## config.mk

```make
export PLATFORM = sky130hd
export DESIGN_NAME = uart_boot_loader
export DESIGN_NICKNAME = d
export VERILOG_FILES = /design/src/rtl/boot_pkg.sv /design/src/rtl/byte_packer.sv /design/src/rtl/uart_boot_loader.sv
export SDC_FILE = /design/constraint.sdc
export NUM_CORES = 1
export LEC_CHECK = 0
export CORE_UTILIZATION = 45
export DETAILED_ROUTE_END_ITERATION = 12
export GPL_ROUTABILITY_DRIVEN = 0
export PLACE_DENSITY = 0.66
export SYNTH_ARGS = -nofsm -noshare
export SYNTH_HDL_FRONTEND = slang
export SYNTH_SLANG_ARGS = --single-unit
```

## constraint.sdc

```tcl
create_clock -name clk -period 5.98 [get_ports clk]
set_input_delay 0.598 -clock clk [delete_from_list [all_inputs] [get_ports clk]]
set_output_delay 0.598 -clock clk [all_outputs]
set_load 0.1 [all_outputs]
```

## src/rtl/boot_pkg.sv

```systemverilog
// Shared types and constants for the UART boot loader: FSM states, sync byte
// and error codes reported on err_code.
package boot_pkg;

   typedef enum logic [2:0] {
      ST_IDLE,
      ST_LEN_LO,
      ST_LEN_HI,
      ST_PAYLOAD,
      ST_CHECK,
      ST_DONE,
      ST_ERROR
   } boot_state_t;

   typedef enum logic [1:0] {
      ERR_NONE = 2'd0,
      ERR_CHK  = 2'd1,
      ERR_LEN  = 2'd2,
      ERR_TMO  = 2'd3
   } boot_err_t;

   localparam logic [7:0] SYNC_BYTE = 8'hA5;

   // Counter width able to hold 0..n-1, never narrower than one bit.
   function automatic int unsigned cnt_width(input int unsigned n);
      return (n > 1) ? $clog2(n) : 1;
   endfunction

endpackage

```

## src/rtl/byte_packer.sv

```systemverilog
// Assembles WIDTH/8 received bytes into one word and pulses word_valid on the
// cycle after the final byte of each word.
module byte_packer
   import boot_pkg::*;
#(
   parameter int unsigned WIDTH      = 32,
   parameter bit          BIG_ENDIAN = 1'b0
) (
   input  logic             clk,
   input  logic             rst,
   input  logic [7:0]       byte_in,
   input  logic             strobe,
   input  logic             clear,
   output logic [WIDTH-1:0] word,
   output logic             word_valid,
   output logic             last_byte
);

   localparam int unsigned WORD_BYTES = WIDTH / 8;
   localparam int unsigned CW         = cnt_width(WORD_BYTES);

   logic [CW-1:0]    cnt;
   logic [WIDTH-1:0] shifted;

   assign last_byte = (cnt == CW'(WORD_BYTES - 1));

   // Little-endian shifts new bytes in from the top so the first byte ends
   // at [7:0]; big-endian shifts in from the bottom.
   always_comb begin
      shifted = '0;
      if (BIG_ENDIAN)
         shifted = (word << 8) | WIDTH'(byte_in);
      else
         shifted = (word >> 8) | (WIDTH'(byte_in) << (WIDTH - 8));
   end

   always_ff @(posedge clk or posedge rst) begin
      if (rst) begin
         cnt        <= '0;
         word       <= '0;
         word_valid <= 1'b0;
      end else begin
         word_valid <= 1'b0;
         if (clear) begin
            cnt <= '0;
         end else if (strobe) begin
            word <= shifted;
            if (last_byte) begin
               cnt        <= '0;
               word_valid <= 1'b1;
            end else begin
               cnt <= cnt + 1'b1;
            end
         end
      end
   end

endmodule

```

## src/rtl/uart_boot_loader.sv

```systemverilog
// Framed UART program loader: parses SYNC/LEN/payload/CHK, writes packed words
// into text memory and holds the CPU in reset until a frame verifies.
module uart_boot_loader
   import boot_pkg::*;
#(
   parameter int unsigned WIDTH      = 32,
   parameter int unsigned ADDR_WIDTH = 8,
   parameter bit          BIG_ENDIAN = 1'b0,
   parameter int unsigned TIMEOUT    = 5_000_000
) (
   input  logic                  clk,
   input  logic                  rst,
   input  logic [7:0]            rx_data,
   input  logic                  rx_done,
   input  logic                  boot_req,
   output logic                  cpu_rst,
   output logic                  text_we,
   output logic [ADDR_WIDTH-1:0] text_waddr,
   output logic [WIDTH-1:0]      text_wdata,
   output logic                  loaded,
   output logic                  err,
   output logic [1:0]            err_code
);

   localparam int unsigned TW  = cnt_width(TIMEOUT);
   localparam int unsigned CAP = 32'd1 << ADDR_WIDTH;

   boot_state_t           state, state_n;
   boot_err_t             err_q, err_n;
   logic [7:0]            len_lo_q;
   logic [ADDR_WIDTH:0]   len_m1_q;
   logic [ADDR_WIDTH:0]   word_idx_q;
   logic [7:0]            chk_q;
   logic [TW-1:0]         idle_q;
   logic [15:0]           n_full;
   logic                  active, timed_out, start, pay_byte, last_byte;

   assign n_full    = {rx_data, len_lo_q};
   assign active    = (state == ST_LEN_LO) || (state == ST_LEN_HI) ||
                      (state == ST_PAYLOAD) || (state == ST_CHECK);
   assign timed_out = (idle_q == TW'(TIMEOUT - 1)) && !rx_done;
   assign pay_byte  = (state == ST_PAYLOAD) && rx_done && !boot_req;
   assign err_code  = err_q;

   always_comb begin
      state_n = state;
      err_n   = err_q;
      start   = 1'b0;
      if (boot_req) begin
         state_n = ST_IDLE;
         err_n   = ERR_NONE;
      end else if (active && timed_out) begin
         state_n = ST_ERROR;
         err_n   = ERR_TMO;
      end else if (rx_done) begin
         case (state)
            ST_IDLE: begin
               if (rx_data == SYNC_BYTE) begin
                  state_n = ST_LEN_LO;
                  start   = 1'b1;
               end
            end
            ST_LEN_LO: state_n = ST_LEN_HI;
            ST_LEN_HI: begin
               if (32'(n_full) > CAP) begin
                  state_n = ST_ERROR;
                  err_n   = ERR_LEN;
               end else if (n_full == 16'd0) begin
                  state_n = ST_CHECK;
               end else begin
                  state_n = ST_PAYLOAD;
               end
            end
            ST_PAYLOAD: begin
               if (last_byte && (word_idx_q == len_m1_q))
                  state_n = ST_CHECK;
            end
            ST_CHECK: begin
               if (rx_data == chk_q) begin
                  state_n = ST_DONE;
               end else begin
                  state_n = ST_ERROR;
                  err_n   = ERR_CHK;
               end
            end
            ST_ERROR: begin
               if (rx_data == SYNC_BYTE) begin
                  state_n = ST_LEN_LO;
                  err_n   = ERR_NONE;
                  start   = 1'b1;
               end
            end
            default: ;
         endcase
      end
   end

   // Status outputs are registered from the next state so they change on the
   // same edge as the state register, without a path from the rx inputs.
   always_ff @(posedge clk or posedge rst) begin
      if (rst) begin
         state    <= ST_IDLE;
         err_q    <= ERR_NONE;
         cpu_rst  <= 1'b1;
         loaded   <= 1'b0;
         err      <= 1'b0;
         len_lo_q <= '0;
         len_m1_q <= '0;
      end else begin
         state   <= state_n;
         err_q   <= err_n;
         cpu_rst <= (state_n != ST_DONE);
         loaded  <= (state_n == ST_DONE);
         err     <= (state_n == ST_ERROR);
         if ((state == ST_LEN_LO) && rx_done)
            len_lo_q <= rx_data;
         if ((state == ST_LEN_HI) && rx_done)
            len_m1_q <= (ADDR_WIDTH + 1)'(n_full - 16'd1);
      end
   end

   always_ff @(posedge clk or posedge rst) begin
      if (rst) begin
         chk_q      <= '0;
         word_idx_q <= '0;
         text_waddr <= '0;
         idle_q     <= '0;
      end else begin
         if (start) begin
            chk_q      <= '0;
            word_idx_q <= '0;
         end else if (pay_byte) begin
            chk_q <= chk_q ^ rx_data;
            if (last_byte) begin
               text_waddr <= word_idx_q[ADDR_WIDTH-1:0];
               word_idx_q <= word_idx_q + 1'b1;
            end
         end
         if (rx_done || !active)
            idle_q <= '0;
         else
            idle_q <= idle_q + 1'b1;
      end
   end

   byte_packer #(
      .WIDTH      (WIDTH),
      .BIG_ENDIAN (BIG_ENDIAN)
   ) u_packer (
      .clk        (clk),
      .rst        (rst),
      .byte_in    (rx_data),
      .strobe     (pay_byte),
      .clear      (state != ST_PAYLOAD),
      .word       (text_wdata),
      .word_valid (text_we),
      .last_byte  (last_byte)
   );

endmodule

```

==> results.md <==
- Remaining Overflow, GRT: 0
- Yosys top cell by area: dfrtp_1
- Critical path class: input port to flip-flop
- # setup viols final: 0
- Cell Rows: 38
- Iter 0 DRT Violations: 226
- Normalized max-slew margin: 0.340
- Die Y-Extent: 107 µm
- Root buffer cell: clkbuf_8
- Via density: 5.15
- DR WL/cell: 14.2 µm
- Worst path max stage delay: 0.65 ns
- Gate power share: 0.194
- Mapped Cells: 508
- Flop pwr share: 0.535
- Max-slew violations: 0
- Router iterations before antenna repair: 4
- Worst clock skew: 0.0177 ns
- Initial Util: 0.462
- Synth unique cells: 47
- CP Cell Sequence: clkdlybuf4s50_1, nand2b_1, or3_1, nand2b_1, o21bai_1, mux2_1
- Area contributors post-synth: dfrtp_1 (54%), nand2_1 (9.0%), xor2_1 (7.4%), nor2_1 (4.7%), mux2_2 (3.4%)
- CP dominant cell by count: nand2b_1
- DRC viols: 0
- Worst hold margin: 0.479 ns
- Initial antenna violation count: 0
- Clock Latency Late Sink: 0.36 ns
- I/O pins: 58
- Max-cap violations: 0
- CTS clk-pin slew, worst paths: 0.09 ns
- Crit end category: flip-flop
- Die Width: 107 µm
- Fin area: 5870 µm²
- Longest Clk Path Bufs: 2
- Via count of the first global-routing pass: 3,554
- Post-Synthesis Cell Area: 4980 µm²
- Final WS setup: 3.06 ns
- Ant diodes: 0
- Dpl cell area: 5680 µm²
- CP Launch Type: input port
- Final Hold Fails: 0
- Area grow syn2layout: 17.9%
- Seq/Total Area, Yosys: 0.543
- IO Port Bufs: 57
- Leak pwr: 0.00265 µW
- Worst path slowest cell: nand2b_1
- Critical Path Fanout Max: 25
- Sw power: 504 µW
- Most used DFF post-synth: dfrtp_1
- RSZ-0062 raised after global routing: false
- Placeable Area: 10,800 µm²
- # nets final: 577
- Die area: 11,500 µm²
- Mean Syn Cell Area: 9.81 µm²
- Post-synth ARST share: 1.00
- Post-Route WL: 10.0 mm
- Vias: 3,627
- Share of the synthesized area in the top cell type: 0.537
- CP Data Required Time: 6.21 ns
- GR Util All Layers: 0.189
- Yosys warning total: 0
- Crit path DAT: 3.16 ns
- Tmin final: 2.92 ns
- Sw frac: 0.312
- Internal power: 1110 µW
- Clock power frac: 0.271
- CTS H-tree lvls: 3
- Hold-fix buffers, CTS: 0
- Status: finished clean
- Non-Filler Instances: 704
- Share of layout cells above drive strength 1: 0.0745
- First-pass GRT wire length: 17.2 mm
- Least-Margin Pin Slew: 0.987 ns
- CTS Buf Count: 9
- Fin crit share: 0.488
- F_max: 342 MHz
- Largest net degree at the start of global routing: 63
- Post-CTS sizing: 0
- Crit path buffers/inverters: 1
- CP top delay family: simple AND/OR/NAND/NOR gates
- Synthesized Nets: 525
- Hold/Removal Path Class: flip-flop to flip-flop
- Postcts setup bufs: 0
- Peak supply drop: 0.130 mV
- Placed cell count: 689
- Dpl hpwl: 7.00 mm
- Sink Count: 108
- CTS tree: yes
- Yosys reg bits: 108
- Post-synth EDFFs: 0
- Power per cell area: 275 nW/µm²
- Fin Setup TNS: 0 ns
- Setup WS pre-CTS: 2.69 ns
- Antenna-violating nets left: 0
## per-layer routing
metal  share of wire  GRT usage  wire [µm]  vias to the layer above
met1            0.50      0.276       4980                     1749
met5               0          0          0                        -
li1                -          -          -                     1780
met2            0.46      0.294       4580                       90
met3           0.036     0.0340        364                        8
met4          0.0089     0.0411         89                        0
## final timing paths
kind,from,to,slack (ns),depth (start not counted)
min in group asynchronous,rst,u_packer.word[3],0.64,2
hold / removal,u_packer.word[0],u_packer.word[0],0.48,2
max in group asynchronous,rst,len_m1_q[0],4.15,3
hold reg to reg,u_packer.word[0],u_packer.word[0],0.48,2
setup reg to reg,state[1],err_code[0],3.11,7
setup / recovery,rx_done,err_code[0],3.06,6
## power by group through the flow
stage	registers (µW)	clock network, µW	logic [µW]
2_1_floorplan	952	0	155
3_3_place_gp	875	0	310
3_5_place_dp	877	0	315
4_1_cts	864	452	317
5_1_grt	875	482	342
6_report	864	437	313
## worst reg2reg max path, cell delays in order (launching register included)
cell	delay, ns
dfrtp_1	0.54
nor2_1	0.26
xnor2_1	0.15
nand2b_1	0.49
or3_1	0.63
nand2b_1	0.16
o21bai_1	0.18
mux2_1	0.35
## logic make-up (layout without fill, tap and decap cells)
group                    count (synthesis)  in the layout  synth area share
buffers and inverters                   25             81            0.0208
multiplexers                            19             19            0.0424
AND/OR/NAND/NOR                        257            257             0.236
XOR/XNOR                                59             59             0.104
AO/OA/AOI/OAI                           35             35            0.0422
flip-flops                             108            108             0.543
adder cells (fa/ha/maj)                  5              5            0.0126
## registers in the layout, indices dropped and copies added, names as in the netlist
register / flops
cpu_rst: 1
state: 3
err_code: 2
idle_q: 23
u_packer.cnt: 2
text_waddr: 8
err: 1
loaded: 1
word_idx_q: 9
u_packer.word_valid: 1
chk_q: 8
u_packer.word: 32
len_lo_q: 8
len_m1_q: 9
## synthesized netlist by cell type, types with 5 or more instances
| master | n |
|---|---|
| nand2_1 | 120 |
| ha_1 | 5 |
| nand3_1 | 19 |
| nor4_1 | 6 |
| clkbuf_1 | 15 |
| xnor2_1 | 17 |
| a21oi_1 | 17 |
| dfrtp_1 | 107 |
| mux2_2 | 15 |
| xor2_1 | 42 |
| nand4_1 | 9 |
| o21ai_0 | 5 |
| and3_1 | 6 |
| nor3_1 | 5 |
| inv_1 | 5 |
| nor2_1 | 62 |
## stage by stage
| step | util | power [µW] |
|---|---|---|
| after floorplan | - | 1110 |
| after global placement | 0.527 | 1190 |
| after detailed placement | 0.527 | 1190 |
| after CTS | 0.544 | 1630 |
| after global routing | 0.544 | 1700 |
| final | 0.544 | 1610 |
## cell usage in the layout, fill, tap and decap left out, types with 2 or more instances in the layout
master and instances:
and3_1 6, nor4b_1 3, xnor2_1 17, mux2i_1 2
buf_4 4, or3_1 4, a31oi_1 2, mux2_2 15
o21ai_0 5, a21oi_1 17, nor4_1 6, dfrtp_1 107
nor2_1 62, nand2b_1 4, nand2_1 120, nor3_1 5
nor2b_1 4, nand3_1 19, and2_1 4, clkinvlp_4 2
ha_1 5, xor2_1 42, and4_1 3, mux2_1 2
clkbuf_8 10, clkdlybuf4s50_1 57, nand4_1 9, inv_1 4
o31ai_1 2
## layout make-up
class	instances	area [µm²]
fill	993	4920
sequential	108	2700
clock inverter	4	50.0
multi-input combinational	375	2180
tap	140	175
timing repair buffer	61	601
inverter	5	21.3
clock buffer	11	141
Power figures use the tool's default switching activity.
